[src/rtl/coin_dispenser.sv]
// Coin refund dispenser: greedy largest-coin selection from four hopper stocks,
// one eject pulse per coin spaced three cycles apart, with shortfall reporting.
module coin_dispenser (
    input  logic       CLK,
    input  logic       RST_N,
    input  logic       Return,
    input  logic [6:0] Amount,
    input  logic       Load,
    input  logic [3:0] Stock50,
    input  logic [3:0] Stock100,
    input  logic [3:0] Stock500,
    input  logic [3:0] Stock1000,
    output logic       Return50,
    output logic       Return100,
    output logic       Return500,
    output logic       Return1000,
    output logic       Busy,
    output logic       Done,
    output logic       Short,
    output logic [6:0] Leftover
);

    typedef enum logic [2:0] {
        S_IDLE,
        S_SELECT,
        S_PULSE,
        S_GAP,
        S_FINISH
    } state_t;

    state_t           r_state;
    state_t           w_next;

    // Index 0..3 = 50, 100, 500, 1000 won.
    logic [3:0][3:0]  r_stock;
    logic [6:0]       r_remain;
    logic [1:0]       r_sel;
    logic             r_short;
    logic [6:0]       r_leftover;

    logic [3:0]       r_ret;
    logic             r_busy;
    logic             r_done;

    logic [1:0]       w_pick;
    logic             w_pick_ok;
    logic             w_accept;
    logic [3:0]       w_ret_d;
    logic             w_busy_d;
    logic             w_done_d;

    function automatic logic [6:0] coin_val(input logic [1:0] idx);
        case (idx)
            2'd0:    coin_val = 7'd1;
            2'd1:    coin_val = 7'd2;
            2'd2:    coin_val = 7'd10;
            default: coin_val = 7'd20;
        endcase
    endfunction

    // Ascending scan: the last eligible hit is the largest denomination.
    always_comb begin
        w_pick    = '0;
        w_pick_ok = 1'b0;
        for (int unsigned i = 0; i < 4; i++) begin
            if (r_stock[i] != '0 && coin_val(2'(i)) <= r_remain) begin
                w_pick    = 2'(i);
                w_pick_ok = 1'b1;
            end
        end
    end

    assign w_accept = (r_state == S_IDLE) && Return && !Load;

    // State and registered outputs; outputs are precomputed from the next state
    // so every output lines up with the state it belongs to.
    always_ff @(posedge CLK or negedge RST_N) begin
        if (!RST_N) begin
            r_state <= S_IDLE;
            r_ret   <= '0;
            r_busy  <= 1'b0;
            r_done  <= 1'b0;
        end else begin
            r_state <= w_next;
            r_ret   <= w_ret_d;
            r_busy  <= w_busy_d;
            r_done  <= w_done_d;
        end
    end

    always_comb begin
        w_next = r_state;
        case (r_state)
            S_IDLE: begin
                if (w_accept)
                    w_next = S_SELECT;
            end
            S_SELECT: begin
                if (r_remain == '0 || !w_pick_ok)
                    w_next = S_FINISH;
                else
                    w_next = S_PULSE;
            end
            S_PULSE:  w_next = S_GAP;
            S_GAP:    w_next = S_SELECT;
            S_FINISH: w_next = S_IDLE;
            default:  w_next = S_IDLE;
        endcase
    end

    always_comb begin
        w_ret_d  = '0;
        w_busy_d = (w_next != S_IDLE);
        w_done_d = (w_next == S_FINISH);
        if (w_next == S_PULSE)
            w_ret_d[w_pick] = 1'b1;
    end

    always_ff @(posedge CLK or negedge RST_N) begin
        if (!RST_N) begin
            r_stock    <= '0;
            r_remain   <= '0;
            r_sel      <= '0;
            r_short    <= 1'b0;
            r_leftover <= '0;
        end else begin
            case (r_state)
                S_IDLE: begin
                    if (Load) begin
                        r_stock <= {Stock1000, Stock500, Stock100, Stock50};
                    end else if (Return) begin
                        r_remain   <= Amount;
                        r_short    <= 1'b0;
                        r_leftover <= '0;
                    end
                end
                S_SELECT: begin
                    if (w_pick_ok)
                        r_sel <= w_pick;
                    if (r_remain != '0 && !w_pick_ok)
                        r_short <= 1'b1;
                    if (w_next == S_FINISH)
                        r_leftover <= r_remain;
                end
                S_PULSE: begin
                    r_remain       <= r_remain - coin_val(r_sel);
                    r_stock[r_sel] <= r_stock[r_sel] - 4'd1;
                end
                default: ;
            endcase
        end
    end

    assign Return50   = r_ret[0];
    assign Return100  = r_ret[1];
    assign Return500  = r_ret[2];
    assign Return1000 = r_ret[3];
    assign Busy       = r_busy;
    assign Done       = r_done;
    assign Short      = r_short;
    assign Leftover   = r_leftover;

endmodule
[config.mk]
export PLATFORM = sky130hd
export DESIGN_NAME = coin_dispenser
export DESIGN_NICKNAME = d
export VERILOG_FILES = /design/src/rtl/coin_dispenser.sv
export SDC_FILE = /design/constraint.sdc
export NUM_CORES = 1
export LEC_CHECK = 0
export ABC_AREA = 1
export CORE_MARGIN = 2
export CORE_UTILIZATION = 58
export CTS_CLUSTER_SIZE = 30
export DETAILED_ROUTE_END_ITERATION = 16
export HOLD_SLACK_MARGIN = 0.1
export MAX_ROUTING_LAYER = met4
export PLACE_DENSITY = 0.86
export SLEW_MARGIN = 15
export SYNTH_ARGS = -nofsm -noshare
export SYNTH_HDL_FRONTEND = slang
export SYNTH_SLANG_ARGS = --single-unit
[constraint.sdc]
create_clock -name CLK -period 4.4 [get_ports CLK]
set_clock_uncertainty 0.1 [all_clocks]
set_input_delay 0.88 -clock CLK [delete_from_list [all_inputs] [get_ports CLK]]
set_output_delay 0.88 -clock CLK [all_outputs]
set_load 0.02 [all_outputs]
# Word level (Yosys, flattened, before mapping)
# Cells that the tools add are included.
[word_totals] register_bits=42 in_bits=27 output_inout_bits=14 elab_cells=95
[classes] add_sub_neg=2 n_lt_le_gt_ge=8 n_eq_ne=12 n_mux=33 n_reduce_logical=28
[op_table] op="7-bit two-way mux" count=6
[op_table] op="16-bit one-hot mux with 2 select lines" count=1
[op_table] op="7-bit one-hot mux with 2 select lines" count=2
[op_table] op="16-bit bitwise mux" count=1
[op_table] op="16-bit two-way mux" count=1
[op_table] op="4-bit nonzero test" count=4
[op_table] op="5-bit one-hot mux with 3 select lines" count=1
[op_table] op="4-bit two-way mux" count=3
[op_table] op="3-bit one-hot mux with 4 select lines" count=1
[op_table] op="2-bit != test (second input constant)" count=5
[op_table] op="3-bit by 2-bit == test with 1-bit output (second input constant)" count=3
[op_table] op="1-bit logical AND" count=9
[op_table] op="1-bit two-way mux" count=9
[op_table] op="4-bit binary-select mux with 2-bit select" count=1
[op_table] op="4-bit demux with 2-bit select" count=1
[op_table] op="4-bit AND reduction" count=2
[op_table] op="1-bit by 7-bit less-or-equal comparator with 1-bit output (first input constant)" count=1
[op_table] op="2-bit by 7-bit less-or-equal comparator with 1-bit output (first input constant)" count=1
[op_table] op="4-bit by 7-bit less-or-equal comparator with 1-bit output (first input constant)" count=1
[op_table] op="5-bit by 7-bit less-or-equal comparator with 1-bit output (first input constant)" count=1
[op_table] op="7-bit zero test" count=1
[op_table] op="7-bit nonzero test" count=1
[op_table] op="7-bit subtractor" count=1
[op_table] op="2-bit by 3-bit < comparator with 1-bit output (second input constant)" count=2
[op_table] op="18 further kinds" count=24

# Longest topological paths before layout
[logic_depth] depth_word=13 mapped_depth=13 mapped_depth_nobuf=12

# Worst setup path before layout
# OpenSTA, ideal clock, no wires.
[synth_path] path_kind="reg-to-reg" from="register r_sel[0]" to="register r_remain[6]" arrival_time_ns=1.950 setup_slack_ns=2.223 path_stages_with_launch=13 n_path_buf=1 synth_period_minus_slack_ns=2.177 cell_sequence="dfrtp_1 -> buf_2 -> inv_2 -> ha_1 -> ha_1 -> fa_1 -> nand3b_1 -> nand2_1 -> nand2_1 -> nand2_1 -> nor2_1 -> nor2_1 -> o22ai_1"
[synth_via] elab_chain_cells=5
[synth_rtl] element="start: declaration" line_no="37" rtl="logic [1:0] r_sel;"
[synth_rtl] element="start signal: assignment" line_no="139" rtl="r_sel <= w_pick;"
[synth_rtl] element="2-bit == test, or another cell as far along" line_no="53" rtl="case (idx)"
[synth_rtl] element="5-bit one-hot mux with 3 select lines (*)" line_no="53"
[synth_rtl] element="7-bit two-way mux (*)" line_no="127" rtl="case (r_state)"
[synth_rtl] element="7-bit subtractor (*)" line_no="146" rtl="r_remain <= r_remain - coin_val(r_sel);"
[synth_rtl] element="7-bit one-hot mux with 2 select lines (*)" line_no="127"
[synth_rtl] element="end signal: assignment" line_no="132" rtl="r_remain <= Amount;"
[synth_rtl] element="end signal: assignment" line_no="146"
[synth_rtl] element="end: declaration" line_no="36" rtl="logic [6:0] r_remain;"
# Mark *: on every way between the ends. The rest lies on a longest branch, timed or not. The select of a mux whose other input is x is not followed.
# A chain may end at the register's enable or synchronous reset.

# Final worst setup path
# Same ends and word-level chain as after synthesis.

==> results.py <==
metrics = {
    "run_status": {
        "run_status": "completed",
    },
    "timing": {
        "setup_viol_count_final": 0,
        "fin_ws_ps": 1987,
        "maxSlewHeadroom_pct": 37.90,
        "fmaxAchievable_mhz": 414.5,
        "final-max-slew-violation-count": 0,
        "fin_crit_ps": 2413,
        "setup-tns-final_ps": 0,
        "final.period_utilization_pct": 54.83,
        "rsz0062_at_grt": "false",
        "worst_slew_pin_slew_ps": 931.6,
        "hold_viol_final": 0,
    },
    "power": {
        "power_density_mw_per_mm2": 804.7,
        "power_total_mw": 2.496,
        "power.static_leakage_nw": 1.529,
        "ir_worst_vdd_v": 0.0004159,
    },
    "clock_tree": {
        "cts.hold.buffers_added": 0,
        "clk_transition_reported_paths_ps": 70,
        "cts_sinks": 42,
        "clkLatencyLatePin_ps": 300,
        "cts_post_setup_buffers_inserted": 0,
        "tritoncts_clock_tree": "done",
        "cts-buffers-inserted": 5,
        "htreeDepth": 2,
        "cts.path.max_buffers": 2,
        "count_of_cells_resized_by_post_cts_repair": 0,
        "clock-root-buffer": "sky130_fd_sc_hd__clkbuf_8",
    },
    "yosys": {
        "ys_seq_elements": 42,
        "synth_fa_ha_area_share_pct": 5.706,
        "ys.flop_type": "sky130_fd_sc_hd__dfrtp_1",
        "synth.net_count": 371,
        "synth-compound-area-share_pct": 11.12,
        "netlist.top_cell.by_area": "sky130_fd_sc_hd__dfrtp_1",
        "synth.top_cell.area_share_pct": 41.32,
        "synthSimpleGateAreaFrac_pct": 33.99,
        "synth_top_family_by_area": "simple AND/OR/NAND/NOR gates",
        "syn-cell-area_mm2": 0.002544,
        "yosys-top-cells-area": "sky130_fd_sc_hd__dfrtp_1, sky130_fd_sc_hd__nand2_1, sky130_fd_sc_hd__nand3_1",
        "synth_mux_area_share_pct": 0,
        "post_synth_num_cell_types": 33,
        "post_synth_xor_area_fraction_pct": 1.033,
        "synth-warning-count": 0,
        "postSynthCellCount": 333,
        "syn_area_per_cell_um2": 7.639,
        "yosysSeqAreaShare_pct": 41.32,
        "synth_edf_count": 0,
        "async_reset_ff_share_pct": 100.0,
    },
    "floorplanning": {
        "initial_core_util_pct": 59.24,
        "core_mm2": 0.004294,
        "floorplan.die.height_um": 70.23,
        "die_width_um": 70.23,
        "number_of_ports_placed_on_the_die_boundary": 41,
        "placement_rows": 24,
        "die-area_mm2": 0.004932,
    },
    "finish": {
        "drive_gt1_share_pct": 10.32,
        "layout_common_cells": "sky130_fd_sc_hd__nand2_1, sky130_fd_sc_hd__dfrtp_1, sky130_fd_sc_hd__clkdlybuf4s50_1",
        "final_common_cell": "sky130_fd_sc_hd__nand2_1",
        "layout.cells.non_filler": 430,
        "insertedDiodeCount": 0,
        "areaGrowthSynthToFinish_pct": 21.94,
        "design.final.nets": 415,
    },
    "grt": {
        "antenna_found_initial": 0,
        "grtUsageMet1_pct": 35.55,
        "number_of_global_route_vias_before_repair": 2265,
        "groute.layer.met2.usage_pct": 42.14,
        "globalRouteOverflowTotal": 0,
        "grt_start_max_net_pins": 43,
        "busiest_layer": "met2",
        "global_route.usage.total_pct": 27.03,
        "met3_usage_pct": 4.618,
        "grt_first_pass_wirelength_mm": 10.24,
    },
    "route": {
        "ant_nets": 0,
        "routed_vias_inst": 5.544,
        "num_vias": 2384,
        "detail_route.drc_violations": 0,
        "drt_pass1_iterations": 4,
        "detailedRoute.firstIterationViolations": 254,
        "wl_per_cell_um": 13.93,
        "totalWireLength_mm": 5.992,
    },
    "worst_setup_path": {
        "critical_path_required_ps": 4480,
        "timing.rr.end": "r_remain[6]",
        "arrival_ps": 2490,
        "reg2regPathDepth": 11,
        "r2r_slack_ps": 1990,
        "crit_path_max_fanout": 12,
        "crit_path_start_kind": "flop",
        "timing.critical_path.to_type": "flop",
        "critical_path_class": "reg2reg",
        "worstReg2RegStart": "r_sel[0]",
    },
    "min_path": {
        "min_path_cells": 2,
        "hold-path-endpoint": "Short",
        "worst_hold_startpoint": "Short",
        "holdCritPathClass": "reg2reg",
    },
    "place": {
        "post_detailed_placement_half_perimeter_wirelength_mm": 4.459,
        "placement.setup.worst_slack_ps": 2015,
        "placedCellCount": 422,
        "port_buf_inserts": 40,
        "gp_congestion": 0.9508,
    },
    "job": {
        "max_cap_violations": 0,
    },
}
-- stage by stage --
stage / instance area [um^2] / hold WS, ps / utilization, %
detailed placement: 2992 / 362.4 / 69.67
CTS: 3102 / 381.6 / 72.23
finish: 3102 / 376.7 / 72.23
floorplan: 2544 / 374.6 / -
global route: 3102 / 401.8 / 72.23
global placement: 2992 / 358.3 / 69.67
-- per-layer routing --
metal,part of all wire [%],up-vias
met4,2.5,0
li1,-,1179
met5,0,-
met2,48,96
met1,43,1093
met3,7.0,16
-- report_power, final --
| group | switching (mW) | total, mW | internal [mW] |
|---|---|---|---|
| registers | 0.143 | 0.692 | 0.549 |
| logic | 0.968 | 1.51 | 0.539 |
| clock network | 0.128 | 0.298 | 0.169 |
| total | 1.24 | 2.50 | 1.26 |
-- synthesized netlist by cell type, drive strengths merged (2+ instances only) --
cell type and number:
a21oi 15, a22oi 2, and2 2, buf 4, dfrtp 42, ha 10
inv 40, nand2 90, nand3 37, nand4 3, nor2 45, nor3 4
o211ai 4, o21ai 25, o22ai 2, xor2 2
-- registers in the layout, summed over array words and instances, names as in the netlist --
name      count
Busy          1
Short         1
Leftover      7
r_ret         4
r_state       3
r_remain      7
r_sel         2
Done          1
r_stock      16
-- layout make-up --
| type | count | area, um^2 |
|---|---|---|
| fillers | 337 | 1192 |
| clock inverters | 2 | 37.54 |
| multi-input cells | 246 | 1319 |
| repair buffers | 41 | 402.9 |
| clock buffers | 6 | 72.57 |
| inverters | 41 | 153.9 |
| flip-flops and latches | 42 | 1051 |
| well taps | 52 | 65.06 |
-- worst max-delay path, stage by stage, from the launching register on --
cell and delay (ps):
sky130_fd_sc_hd__dfrtp_1 530, sky130_fd_sc_hd__inv_2 160, sky130_fd_sc_hd__ha_1 260, sky130_fd_sc_hd__ha_1 210, sky130_fd_sc_hd__fa_1 390, sky130_fd_sc_hd__nand3b_1 170
sky130_fd_sc_hd__nand2_1 120, sky130_fd_sc_hd__nand2_1 70, sky130_fd_sc_hd__nand2_1 80, sky130_fd_sc_hd__nor2_1 40, sky130_fd_sc_hd__nor2_1 100, sky130_fd_sc_hd__o22ai_1 70
-- worst max path at each step --
stage               startpoint          end  slack, ps
floorplan             r_sel[0]  r_remain[6]       2220
finish                r_sel[0]  r_remain[6]       1990
CTS                   r_sel[0]  r_remain[6]       2010
detailed placement        Load  r_remain[2]       2010
global route          r_sel[0]  r_remain[6]       1790
global placement          Load   r_stock[6]       2040
-- logic make-up (layout without fill, tap and decap cells) --
| logic type | count (synthesis) | after routing |
|---|---|---|
| AO/OA/AOI/OAI | 50 | 50 |
| XOR/XNOR | 3 | 3 |
| flip-flops | 42 | 42 |
| AND/OR/NAND/NOR | 182 | 182 |
| buffers and inverters | 45 | 90 |
| adder cells (fa/ha/maj) | 11 | 11 |
(Power assumes the default switching activity.)
